[src/rtl/router_pkg.sv]
// Shared router definitions: port numbering, flit layout and the XY
// dimension-order route function.
package router_pkg;

  localparam int M       = 5;
  localparam int COORD_W = 2;
  localparam int DATA_W  = 32;

  localparam int PORT_LOCAL = 0;
  localparam int PORT_NORTH = 1;
  localparam int PORT_EAST  = 2;
  localparam int PORT_SOUTH = 3;
  localparam int PORT_WEST  = 4;

  // Field order mirrors the wire layout: dest_y in the LSBs, payload on top.
  typedef struct packed {
    logic [DATA_W-2*COORD_W-1:0] payload;
    logic [COORD_W-1:0]          dest_x;
    logic [COORD_W-1:0]          dest_y;
  } flit_t;

  // X is resolved first, then Y. A flit already at its destination goes Local.
  function automatic logic [M-1:0] xy_route(
    input logic [COORD_W-1:0] dest_x,
    input logic [COORD_W-1:0] dest_y,
    input logic [COORD_W-1:0] x_loc,
    input logic [COORD_W-1:0] y_loc
  );
    logic [M-1:0] r;
    r = '0;
    if (dest_x > x_loc)      r[PORT_EAST]  = 1'b1;
    else if (dest_x < x_loc) r[PORT_WEST]  = 1'b1;
    else if (dest_y > y_loc) r[PORT_NORTH] = 1'b1;
    else if (dest_y < y_loc) r[PORT_SOUTH] = 1'b1;
    else                     r[PORT_LOCAL] = 1'b1;
    return r;
  endfunction

endpackage

[src/rtl/xy_route_unit.sv]
// Combinational XY dimension-order route: one-hot output port for a destination.
module xy_route_unit
  import router_pkg::*;
#(
  parameter int COORD_W = 2,
  parameter int M       = 5
) (
  input  logic [COORD_W-1:0] dest_x,
  input  logic [COORD_W-1:0] dest_y,
  input  logic [COORD_W-1:0] x_loc,
  input  logic [COORD_W-1:0] y_loc,
  output logic [M-1:0]       route
);

  // Unsigned compares; X must be fully corrected before Y is considered.
  always_comb begin
    route = '0;
    if (dest_x > x_loc)      route[PORT_EAST]  = 1'b1;
    else if (dest_x < x_loc) route[PORT_WEST]  = 1'b1;
    else if (dest_y > y_loc) route[PORT_NORTH] = 1'b1;
    else if (dest_y < y_loc) route[PORT_SOUTH] = 1'b1;
    else                     route[PORT_LOCAL] = 1'b1;
  end

endmodule

[src/rtl/input_unit.sv]
// Router input port: flit FIFO with route computed at enqueue, head request
// presented to the switch arbiter and popped on grant.
module input_unit
  import router_pkg::*;
#(
  parameter int DEPTH   = 4,
  parameter int DATA_W  = 32,
  parameter int COORD_W = 2,
  parameter int M       = 5,
  parameter int X_LOC   = 0,
  parameter int Y_LOC   = 0
) (
  input  logic                     clk,
  input  logic                     reset,
  input  logic                     ce,
  input  logic [DATA_W-1:0]        i_data,
  input  logic                     i_valid,
  output logic                     o_en,
  output logic [M-1:0]             o_output_req,
  input  logic                     i_input_grant,
  output logic [DATA_W-1:0]        o_data,
  output logic [$clog2(DEPTH):0]   o_count,
  output logic                     o_overflow,
  output logic                     o_underflow
);

  localparam int AW = $clog2(DEPTH);
  localparam int CW = AW + 1;

  logic [DATA_W-1:0] data_mem  [DEPTH];
  logic [M-1:0]      route_mem [DEPTH];
  logic [AW-1:0]     rd_ptr, wr_ptr;
  logic [CW-1:0]     count;
  logic              full, empty, wr, rd;
  logic [M-1:0]      wr_route;

  assign full  = (count == CW'(DEPTH));
  assign empty = (count == '0);
  // Full blocks writes and empty blocks pops, so count stays in [0, DEPTH].
  assign wr    = ce & i_valid & ~full;
  assign rd    = ce & i_input_grant & ~empty;

  xy_route_unit #(.COORD_W(COORD_W), .M(M)) u_route (
    .dest_x (i_data[2*COORD_W-1:COORD_W]),
    .dest_y (i_data[COORD_W-1:0]),
    .x_loc  (COORD_W'(X_LOC)),
    .y_loc  (COORD_W'(Y_LOC)),
    .route  (wr_route)
  );

  always_ff @(posedge clk) begin
    if (reset) begin
      rd_ptr      <= '0;
      wr_ptr      <= '0;
      count       <= '0;
      o_overflow  <= 1'b0;
      o_underflow <= 1'b0;
    end else if (ce) begin
      if (wr) wr_ptr <= wr_ptr + AW'(1);
      if (rd) rd_ptr <= rd_ptr + AW'(1);
      count <= count + CW'(wr) - CW'(rd);
      if (i_valid & full)        o_overflow  <= 1'b1;
      if (i_input_grant & empty) o_underflow <= 1'b1;
    end
  end

  // Storage is never cleared; emptiness masks stale entries at the head.
  always_ff @(posedge clk) begin
    if (wr) begin
      data_mem[wr_ptr]  <= i_data;
      route_mem[wr_ptr] <= wr_route;
    end
  end

  assign o_en         = ~full;
  assign o_count      = count;
  assign o_output_req = empty ? '0 : route_mem[rd_ptr];
  assign o_data       = empty ? '0 : data_mem[rd_ptr];

endmodule

[config.mk]
export PLATFORM = sky130hd
export DESIGN_NAME = input_unit
export DESIGN_NICKNAME = d
export VERILOG_FILES = /design/src/rtl/router_pkg.sv /design/src/rtl/xy_route_unit.sv /design/src/rtl/input_unit.sv
export SDC_FILE = /design/constraint.sdc
export NUM_CORES = 1
export LEC_CHECK = 0
export ABC_AREA = 1
export CORE_UTILIZATION = 38
export CTS_CLUSTER_SIZE = 14
export DETAILED_ROUTE_END_ITERATION = 12
export GPL_ROUTABILITY_DRIVEN = 0
export MAX_ROUTING_LAYER = met4
export REMOVE_ABC_BUFFERS = 1
export SYNTH_ARGS = -nofsm -noshare
export SYNTH_HDL_FRONTEND = slang
export SYNTH_SLANG_ARGS = --single-unit
[constraint.sdc]
create_clock -name clk -period 3.08 [get_ports clk]
set_input_delay 0.462 -clock clk [delete_from_list [all_inputs] [get_ports clk]]
set_output_delay 0.462 -clock clk [all_outputs]
set_load 0.01 [all_outputs]
* Yosys cells after proc, flatten, opt, wreduce, memory -nomap -nowiden
Memories as Yosys holds them, arrays and structs flattened. A register that Yosys moved wholly into a read port is not among the register bits.
Index checks and enable logic that the tools add are counted.
** Cells by class
- Equal/unequal tests :: 1
- Add/sub/neg operators :: 4
- Order comparisons :: 4
- Multiplexer cells :: 19
- Bitwise logic cells :: 8
- Reductions and logical operators :: 5
** Operators by type and width (count)
- $mux 32 :: 1
- $mux 2 :: 7
- $mux 1 :: 10
- $reduce_and 2->1 :: 4
- $and 1x1->1 :: 6
- $mux 5 :: 1
- $add 2x1->2 const B :: 2
- $gt 2x1->1 const B :: 2
- $lt 2x1->1 const B :: 2
- $add 3x1->3 :: 1
- $eq 3x3->1 const B :: 1
- $logic_not 3->1 :: 1
- $sub 3x1->3 :: 1
- $not 1->1 :: 2
** Word-level totals
- Bits in writable memories :: 148
- Logic and storage cells :: 48
- Input port bits :: 37
- Memories kept :: 2
- Output and inout port bits :: 43
- Register bits after elaboration :: 9
** Memory list
- data_mem :: words 4, bits a word 32, rd ports 1, clocked after memory_dff 1, wr ports 1, line input_unit.sv:30 : logic [DATA_W-1:0] data_mem [DEPTH];
- route_mem :: words 4, bits a word 5, rd ports 1, clocked after memory_dff 1, wr ports 1, line input_unit.sv:31 : logic [M-1:0] route_mem [DEPTH];

* Depth between registers and ports, before layout
Gate-level depths: netlist of the first run.
- Word-level depth :: 6
- Gate-level depth with buffers :: 13
- Mapped depth without buffers :: 13

* Cells and area by module
A second synthesis of the first run with hierarchy kept.
** Second synthesis, totals
- Cell total of the unflattened synthesis :: 543
- Area total of the unflattened synthesis :: 6423.7 um^2
** Modules (own cells, without submodules)
- input_unit :: times used 1, cells an instance 515, area an instance 6273.5 um^2, seq. area each 4664.5 um^2
- xy_route_unit :: times used 1, cells an instance 28, area an instance 150.1 um^2, seq. area each 0.0 um^2

* Worst setup path before layout of the first run
OpenSTA, ideal clock, no wires.
- Kind :: register -> register
- From :: register count[0], in the netlist o_count[0]
- To :: memory data_mem[0][0], enable pin
- Cell stages (with the launch flop) :: 5
- Path buffers :: 0
- Library setup time :: 0.427 ns
- Data required time :: 2.653 ns
- Period minus slack after synthesis :: 2.716 ns
- Slack :: 0.364 ns
- Arrival :: 2.289 ns
- Cells stage by stage :: dfxtp_1 nor2_1 nand2_1 nand2_2 nor2_1
** On the way
- Word-level cells in the longest chain between the ends :: 5
** RTL lines
- from (decl) :: line input_unit.sv:33 : logic [CW-1:0] count;
- from (signal assigned) :: line input_unit.sv:61 : count <= count + CW'(wr) - CW'(rd);
- $eq 3x3->1 :: line input_unit.sv:37 : assign full = (count == CW'(DEPTH));
- $not 1->1
- via o_en :: line input_unit.sv:18 : output logic o_en,
- $and 1x1->1 :: line input_unit.sv:40 : assign wr = ce & i_valid & ~full;
- $mux 1 :: line input_unit.sv:69 : if (wr) begin
- $mux 1 (not written as such) :: line input_unit.sv:70 : data_mem[wr_ptr] <= i_data;
- to (decl) :: line input_unit.sv:30
The timed path passes the listed nets, and every way through them passes these cells.

* Worst setup path after layout of the first run
- From :: register count[0], in the netlist o_count[0]
- To :: output o_data[2]
** On the way
- Word-level cells in the longest chain between the ends :: 2
** RTL lines
- $logic_not 3->1 :: line input_unit.sv:38 : assign empty = (count == '0);
- $mux 32 :: line input_unit.sv:78 : assign o_data = empty ? '0 : data_mem[rd_ptr];
- to (decl) :: line input_unit.sv:21 : output logic [DATA_W-1:0] o_data,
No other way between the ends.

==> impl_metrics.yaml, run 1 <==
timing:
  final.setup.tns_ps: 0
  max_slew_margin: 0.4782
  rsz0062_at_grt: "no"
  fin_skew_ps: 5.840
  period_needed_ps: 2895
  min_period_over_period: 0.9399
  finalMaxSlewViolations: 0
  worst_slew_pin_slew_ps: 781.5
  max_freq_ghz: 0.3454
  hold_violations: 0
  setup_viol: 0
final_layout:
  synthToLayoutAreaGrowth_pct: 26.85
  nets: 621
  diodes: 0
  drive_gt1_frac: 0.08968
  n_fill_cell: 1320
setup_path:
  regToRegSetupSlack_ps: 970
  slowest_delay_ps: 620
  reg2reg_depth: 13
  path_cells: "nor2_1 > nand2_1 > inv_2 > a21oi_1 > clkdlybuf4s50_1"
  startpoint: "o_count[0]"
  critical_path_buf_inv_count: 2
  cpMaxStageDelayCell: "inv_2"
  cp.depth: 5
  endpoint: "o_data[2]"
  crit_family: "buffers and inverters"
  critPathKind: "reg -> out"
  cp.arrival_ps: 2430
  r2r_end: "o_count[2]"
  r2r-start: "o_count[0]"
  setup.worst_path.end_class: "output port"
  crit_fanout: 35
  cp.required_ps: 2620
  crit_path_start_kind: "register"
pwr:
  ir_drop_v: 0.0003691
  p_per_area_mw_per_mm2: 647.8
  p_leak_nw: 2.642
  power_mw: 4.970
logic_synthesis:
  yosys.area_share.simple: 0.1142
  synth_most_common_cell: "nor2_1"
  yosysWarnings: 0
  synthXorXnorAreaFrac: 0
  yosys_register_bits: 151
  yosysSeqAreaShare: 0.7315
  synth_top_flop_cell: "edfxtp_1"
  synth_top_area_frac: 0.6951
  syn_area_mm2: 0.006048
  ys_types: 22
  synth-compound-area-share: 0.09599
  synth_edf_count: 140
  synth_top_family_by_area: "simple AND/OR/NAND/NOR gates"
  syn_avg_cell_area_um2: 12.15
  post_synth_mux_area_share: 0
  synth_largest_area_cell: "edfxtp_1"
  synthAdderAreaFrac: 0.01365
  synthCells: 498
  synth_commonest_cells: "nor2_1 (153), edfxtp_1 (140), o21ai_0 (45)"
  synth_area_leaders: "edfxtp_1 (70%), nor2_1 (9.5%), o21ai_0 (3.7%), dfxtp_1 (3.6%), a21oi_1 (3.4%)"
  async_flop_share: 0
detailed_routing:
  drt_pass1_iterations: 4
  viasPerCell: 4.875
  routed_wl_mm: 12.45
  num_vias: 3910
  drc: 0
  ant_nets: 0
  wl_per_cell_um: 15.52
  drt_first_iter_violations: 281
die:
  core-area_mm2: 0.01537
  start_util: 0.3935
  die-height_um: 128.2
  ios: 80
  rows: 45
  die_area_mm2: 0.01643
  fp.dieW_um: 128.2
place:
  numPortBuffers: 77
  hpwlAfterDp_mm: 7.025
clocking:
  cts_buffers: 17
  cts_tree: "yes"
  cts-root-buf: "clkbuf_16"
  cts_max_path_buffers: 2
  h-tree-depth: 4
  cts.sinks: 151
  ctsResizeCount: 0
  cts-hold-fix-buffers: 0
  path_clk_slew_ps: 60
  clk_latency_ps: 420
  cts_setup_buffers: 0
outcome:
  status: "completed"
global_route:
  grt_max_degree: 71
  antenna_found_initial: 0
  grt_usage: 0.1692
  grt_overflow: 0
  grt_pass1_wl_mm: 19.98
  grt_pass1_vias: 3891
min_path:
  hp-class: "reg -> reg"
  min-delay-start: "o_underflow"
job:
  maxCapViolCount: 0
-- placed cells by master, fill, tap and decap left out, types with 2 or more instances in the layout --
cell             synthesis  final
nor2_1                 153    149
edfxtp_1               140    140
clkdlybuf4s50_1          0     77
o21ai_0                 45     45
a21oi_1                 41     41
o21ai_1                 27     27
nand2_1                 17     17
clkbuf_16                0     17
inv_1                   15     15
dfxtp_1                 11      9
nand3_1                  7      7
inv_6                    0      7
ha_1                     5      5
buf_12                   0      5
buf_4                   12      5
nor2_4                   0      4
clkinv_4                 0      3
inv_2                    2      2
o21a_1                   2      2
dfxtp_2                  0      2
conb_1                   1      2
bufinv_16                0      2
inv_8                    0      2
-- worst min-delay path by stage --
stage,end,cells past startpoint
global route,o_underflow,1
floorplan,register,2
CTS,o_underflow,1
detailed placement,o_underflow,1
finish,o_underflow,1
global placement,o_underflow,1
-- metrics by stage --
stage / area, um^2 / worst slack, ps / util / std cells / hold slack (ps)
6_report: 7672 / 185.2 / 0.4991 / 802 / 473.5
5_1_grt: 7672 / 8.317 / 0.4991 / 802 / 495.7
4_1_cts: 7672 / 148.2 / 0.4991 / 802 / 476.7
3_5_place_dp: 7061 / 388.0 / 0.4593 / 770 / 466.8
3_3_place_gp: 7061 / 457.3 / 0.4593 / 770 / 457.0
2_1_floorplan: 5856 / 55.47 / - / 472 / 459.4
-- routing by layer --
metal,GRT usage,vias to the layer above,wire (um)
li1,-,1895,-
met1,0.2153,1898,5864
met2,0.2634,99,5910
met3,0.03756,18,496
met4,0.06782,0,176
met5,-,-,0
-- layout make-up --
class                   instances  area (um^2)  area share
flip-flops and latches        151         4427      0.5770
clock buffers                  17        425.4     0.05545
repair buffers                 87        908.4      0.1184
clock inverters                15        186.4     0.02430
well taps                     211        264.0     0.03441
multi-input cells             303         1391      0.1813
inverters                      18        70.07    0.009132
-- power breakdown --
part	switching [mW]	internal, mW
combinational	0.302	0.248
clock	0.879	1.23
sequential	0.0164	2.29
-- cell families (layout without fill, tap and decap cells) --
group / after synthesis / count (layout)
AO/OA/AOI/OAI: 115 / 115
adder cells (fa/ha/maj): 6 / 6
AND/OR/NAND/NOR: 180 / 180
flip-flops: 151 / 151
other: 1 / 2
buffers and inverters: 45 / 137
-- worst register-to-register path, cell delays in order, from the launching register on --
cell     delay (ps)
dfxtp_1         380
nor2_1           80
nand2_1         170
nand2_2         210
nand3_1         180
nand2_1          70
ha_1            200
fa_1            380
inv_1            60
nand2_1          40
nand3_1          80
nand2_1          60
nand2_1          50
nor2_1           40
-- state kept, by name (all words and copies together) (netlist names), named ones only --
signal,flops
data_mem,128
wr_ptr,2
o_count,3
o_underflow,1
o_overflow,1
rd_ptr,2
route_mem,12
Note: power is estimated with default switching activity, not from simulation.
==> inputs of run 2 (changes only) <==
--- a/config.mk
+++ b/config.mk
@@ -6,11 +6,12 @@
 export NUM_CORES = 1
 export LEC_CHECK = 0
 export ABC_AREA = 1
-export CORE_UTILIZATION = 38
+export CORE_UTILIZATION = 50
 export CTS_CLUSTER_SIZE = 14
 export DETAILED_ROUTE_END_ITERATION = 12
 export GPL_ROUTABILITY_DRIVEN = 0
 export MAX_ROUTING_LAYER = met4
+export PLACE_DENSITY = 0.73
 export REMOVE_ABC_BUFFERS = 1
 export SYNTH_ARGS = -nofsm -noshare
 export SYNTH_HDL_FRONTEND = slang
==> run 2 against run 1 <==
  * The run now ends with DRC left
  * Sequential power barely moved
  * Wire length rose by 0.43%
  * Non-clock buffer count rose by 2
  * Core utilization rose by 15 points
  * Largest power group unchanged
  * Highest routed layer unchanged
==> impl_metrics.yaml, run 2 (synthesis gave the netlist of run 1 again) <==
detailed_routing:
  drt_first_iter_violations: 304
  viasPerCell: 5.379
  num_vias: 3948
  routed_wl_mm: 12.50
  wl_per_cell_um: 17.03
  drt_pass1_iterations: 11
  drc: 4
  ant_nets: 0
setup_path:
  regToRegSetupSlack_ps: 940
  cp.arrival_ps: 2470
  critPathKind: "reg -> out"
  cpMaxStageDelayCell: "clkdlybuf4s50_1"
  r2r-start: "o_count[0]"
  r2r_end: "o_count[2]"
  slowest_delay_ps: 600
  reg2reg_depth: 13
  setup.worst_path.end_class: "output port"
  path_cells: "inv_2 > buf_4 > o21ai_0 > a21oi_1 > clkdlybuf4s50_1"
  cp.required_ps: 2620
  crit_fanout: 20
  crit_path_start_kind: "register"
timing:
  rsz0062_at_grt: "no"
  hold_violations: 0
  finalMaxSlewViolations: 0
  max_freq_ghz: 0.3415
  min_period_over_period: 0.9507
  period_needed_ps: 2928
  max_slew_margin: 0.4949
  setup_viol: 0
  fin_skew_ps: 4.023
  final.setup.tns_ps: 0
  worst_slew_pin_slew_ps: 756.6
final_layout:
  synthToLayoutAreaGrowth_pct: 25.07
  largest_register_ffs: 128
  layout_common_cells: "nor2_1 (149), edfxtp_1 (140), clkdlybuf4s50_1 (77)"
  nets: 623
  top_register: "data_mem"
  final_common_cell: "nor2_1"
  drive_gt1_frac: 0.08291
  post_layout_nonfiller_instances: 734
  diodes: 0
global_route:
  use_met3: 0.06042
  grt_busiest_layer: "met2"
  grt_overflow: 0
  met1_usage: 0.2552
  grt_usage: 0.2206
  grt_pass1_vias: 3963
  grt_max_degree: 39
  antenna_found_initial: 0
  grt_pass1_wl_mm: 19.75
  grt_use_met2: 0.3602
pwr:
  p_leak_nw: 2.631
  ir_drop_v: 0.0003712
  p_per_area_mw_per_mm2: 652.8
  power.share.switching: 0.2156
  pwr-share-clk: 0.420
  p_int_mw: 3.873
  power_switching_mw: 1.065
  pwr-share-seq: 0.469
  pwr-share-comb: 0.110
min_path:
  whs_path_depth: 1
  min-delay-start: "o_underflow"
  hp-class: "reg -> reg"
  min_to: "o_underflow"
clocking:
  cts.sinks: 151
  cts_max_path_buffers: 2
  cts_setup_buffers: 0
  h-tree-depth: 4
  path_clk_slew_ps: 60
  cts-root-buf: "clkbuf_16"
  cts_buffers: 17
  clk_latency_ps: 420
  cts_tree: "yes"
die:
  fp.dieW_um: 112.0
  ios: 80
  die-height_um: 112.0
  die_area_mm2: 0.01254
  start_util: 0.5208
  core-area_mm2: 0.01161
  rows: 39
outcome:
  failed_checks: "DRC"
  status: "finished with violations"
job:
  maxCapViolCount: 0
place:
  post-place-cells: 704
  hpwlAfterDp_mm: 7.315
  numPortBuffers: 77
==> run 2: power groups by stage <==
stage          combinational [mW]  clock, mW  sequential [mW]
6_report                    0.545       2.08             2.32
5_1_grt                     0.595       2.19             2.32
4_1_cts                     0.550       2.11             2.32
3_5_place_dp                0.545          0             2.36
3_3_place_gp                0.533          0             2.36
2_1_floorplan               0.223          0             2.37
==> run 2: per-layer routing <==
| layer | share of wire | wire length [um] | vias up |
|---|---|---|---|
| met5 | 0 | 0 | - |
| met4 | 0.016 | 195 | 0 |
| met3 | 0.069 | 858 | 20 |
| met2 | 0.51 | 6351 | 140 |
| met1 | 0.41 | 5096 | 1892 |
| li1 | - | - | 1896 |
==> run 2: stage by stage <==
stage,util,total power [mW],cell area (um^2),hold slack (ps),setup WS (ps)
6_report,0.6514,4.938,7565,472.6,151.9
5_1_grt,0.6514,5.105,7565,502.8,6.696
4_1_cts,0.6506,4.974,7556,475.4,46.43
3_5_place_dp,0.5998,2.905,6965,457.7,393.3
3_3_place_gp,0.5998,2.890,6965,455.5,480.5
2_1_floorplan,-,2.592,5856,459.4,55.47
==> run 2: timing repair <==
| action | 4_1_cts | 5_1_grt |
|---|---|---|
| gates resized for setup | 0 | 3 |
| hold buffers | 0 | 0 |
| endpoints found under the hold margin | 0 | 0 |
| setup endpoints to repair | 0 | 2 |
==> run 2: worst max-delay path by stage <==
stage / startpoint / end / slack (ps)
after detailed placement: ce / o_count[2] / 390
after global routing: o_count[0] / o_output_req[1] / 7
after CTS: register / o_data[0] / 50
after global placement: ce / o_count[2] / 480
after floorplan: register / o_data[30] / 60
final: register / o_output_req[1] / 150
==> run 2: final cells by class <==
type | instances | area [um^2]
Sequential cell | 151 | 4432
Fill cell | 865 | 4049
Multi-Input combinational cell | 303 | 1391
Timing Repair Buffer | 89 | 902.1
Clock buffer | 19 | 432.9
Tap cell | 143 | 178.9
Clock inverter | 11 | 157.7
Inverter | 18 | 70.07
==> run 2: worst max-delay path, delay by kind of cell, from the launching register on <==
family	cells	cell delay, ps
AO/OA/AOI/OAI	2	430
buffers and inverters	3	1200
flip-flops	1	410
==> inputs of run 3 (changes only) <==
--- a/config.mk
+++ b/config.mk
@@ -9,9 +9,9 @@
 export CORE_UTILIZATION = 50
 export CTS_CLUSTER_SIZE = 14
 export DETAILED_ROUTE_END_ITERATION = 12
+export DONT_BUFFER_PORTS = 1
 export GPL_ROUTABILITY_DRIVEN = 0
 export MAX_ROUTING_LAYER = met4
-export PLACE_DENSITY = 0.73
 export REMOVE_ABC_BUFFERS = 1
 export SYNTH_ARGS = -nofsm -noshare
 export SYNTH_HDL_FRONTEND = slang
==> run 3 against run 2 <==
  * The flow still finishes with violations (DRC)
  * Setup slack gained 470 ps
  * Via count shrank 9.6%
  * Critical path depth did not move
  * Flip-flop and latch count did not move
  * Die area unchanged
  * First-iteration DRC count is 20% lower
  * Clock skew rose by 1.1 ps
  * Register-to-register slack worse by 150 ps
  * Maximum frequency rose by 19%
==> impl_metrics.yaml, run 3 (synthesis gave the netlist of run 1 again) <==
clocking:
  h-tree-depth: 4
  clk_latency_ps: 410
  cts_buffers: 17
  ctsResizeCount: 0
  cts-hold-fix-buffers: 0
  cts-root-buf: "clkbuf_16"
  cts.sinks: 151
  cts_max_path_buffers: 2
  cts_tree: "yes"
  path_clk_slew_ps: 50
  cts_setup_buffers: 0
die:
  die_area_mm2: 0.01254
  start_util: 0.5208
  ios: 80
  die-height_um: 112.0
  core-area_mm2: 0.01161
  fp.dieW_um: 112.0
  rows: 39
setup_path:
  path_cells: "buf_4 > nor2_1 > nor2_1 > o21ai_0 > a21oi_1"
  slowest_delay_ps: 520
  cp.required_ps: 2620
  path_common_cell: "nor2_1"
  crit_fanout: 38
  setup.worst_path.end_class: "output port"
  crit_path_start_kind: "register"
  critical_path_buf_inv_count: 1
  critPathKind: "reg -> out"
  cp.arrival_ps: 2000
  cpMaxStageDelayCell: "dfxtp_2"
  crit_family: "flip-flops"
min_path:
  hp-class: "in -> reg"
final_layout:
  top_register: "data_mem"
  final_common_cell: "nor2_1"
  largest_register_ffs: 128
  post_layout_nonfiller_instances: 653
  synthToLayoutAreaGrowth_pct: 9.702
  drive_gt1_frac: 0.08039
  n_fill_cell: 961
  utilization: 0.5713
  layout_common_cells: "nor2_1 (149), edfxtp_1 (140), o21ai_0 (45)"
  diodes: 0
  finalInstanceArea_mm2: 0.006635
  nets: 543
outcome:
  failed_checks: "DRC"
  status: "finished with violations"
detailed_routing:
  ant_nets: 0
  wl_per_cell_um: 17.84
  drc: 5
  num_vias: 3568
  drt_pass1_iterations: 8
  viasPerCell: 5.464
  drt_first_iter_violations: 243
  routed_wl_mm: 11.65
global_route:
  antenna_found_initial: 0
  grt_busiest_layer: "met2"
  grt_max_degree: 47
  grt_usage: 0.2088
  grt_pass1_wl_mm: 18.82
  grt_use_met2: 0.3234
  use_met3: 0.05661
  grt_overflow: 0
  grt_pass1_vias: 3553
  met1_usage: 0.2540
timing:
  min_period_over_period: 0.7995
  hold_violations: 0
  finalMaxSlewViolations: 0
  whs_ps: 107.6
  fin_skew_ps: 5.146
  rsz0062_at_grt: "no"
  final.setup.tns_ps: 0
  worst_slew_pin_slew_ps: 780.5
  period_needed_ps: 2463
  setup_viol: 0
  max_freq_ghz: 0.4061
  max_slew_margin: 0.4797
place:
  post-place-cells: 624
  place_area_mm2: 0.006160
  numPortBuffers: 0
  hpwlAfterDp_mm: 6.530
pwr:
  ir_drop_v: 0.0003362
  p_per_area_mw_per_mm2: 654.6
  p_leak_nw: 2.274
job:
  maxCapViolCount: 0
-- run 3: cell count changes in the layout (fill, tap and decap cells not counted), moves of 2 or more --
| cell | delta |
|---|---|
| dfxtp_2 | +2 |
| clkinv_1 | +3 |
| clkinvlp_4 | -2 |
| dfxtp_4 | -2 |
| bufinv_16 | -4 |
| clkdlybuf4s50_1 | -77 |
-- run 3: final timing paths --
kind                            cells past startpoint  slack (ps)               to       start
worst max-delay path                                5         620  o_output_req[1]    register
worst min-delay path                                1         110        wr_ptr[1]       reset
worst max register to register                     13         790       o_count[2]  o_count[0]
worst min register to register                      2         500         register   rd_ptr[1]
-- run 3: power by group --
part | internal, mW | switching (mW)
registers | 2.30 | 0.0241
logic | 0.0805 | 0.248
clock network | 0.990 | 0.705
-- run 3: per-layer routing --
metal,share of wire,vias up
met4,0.023,0
met5,0,-
met1,0.44,1725
met3,0.059,20
met2,0.48,89
li1,-,1734
-- run 3: cell type report --
type	instances	area (um^2)	share of cell area
Multi-Input combinational cell	303	1391	0.2097
Timing Repair Buffer	9	92.59	0.01395
Inverter	18	70.07	0.01056
Sequential cell	151	4427	0.6672
Clock buffer	20	436.7	0.06581
Tap cell	143	178.9	0.02697
Clock inverter	9	38.79	0.005846
-- run 3: metrics by stage --
step           setup slack (ps)  power [mW]
2_1_floorplan             55.47       2.592
3_3_place_gp              886.9       2.687
3_5_place_dp              793.4       2.693
4_1_cts                   592.4       4.381
5_1_grt                   445.3       4.507
6_report                  617.5       4.343
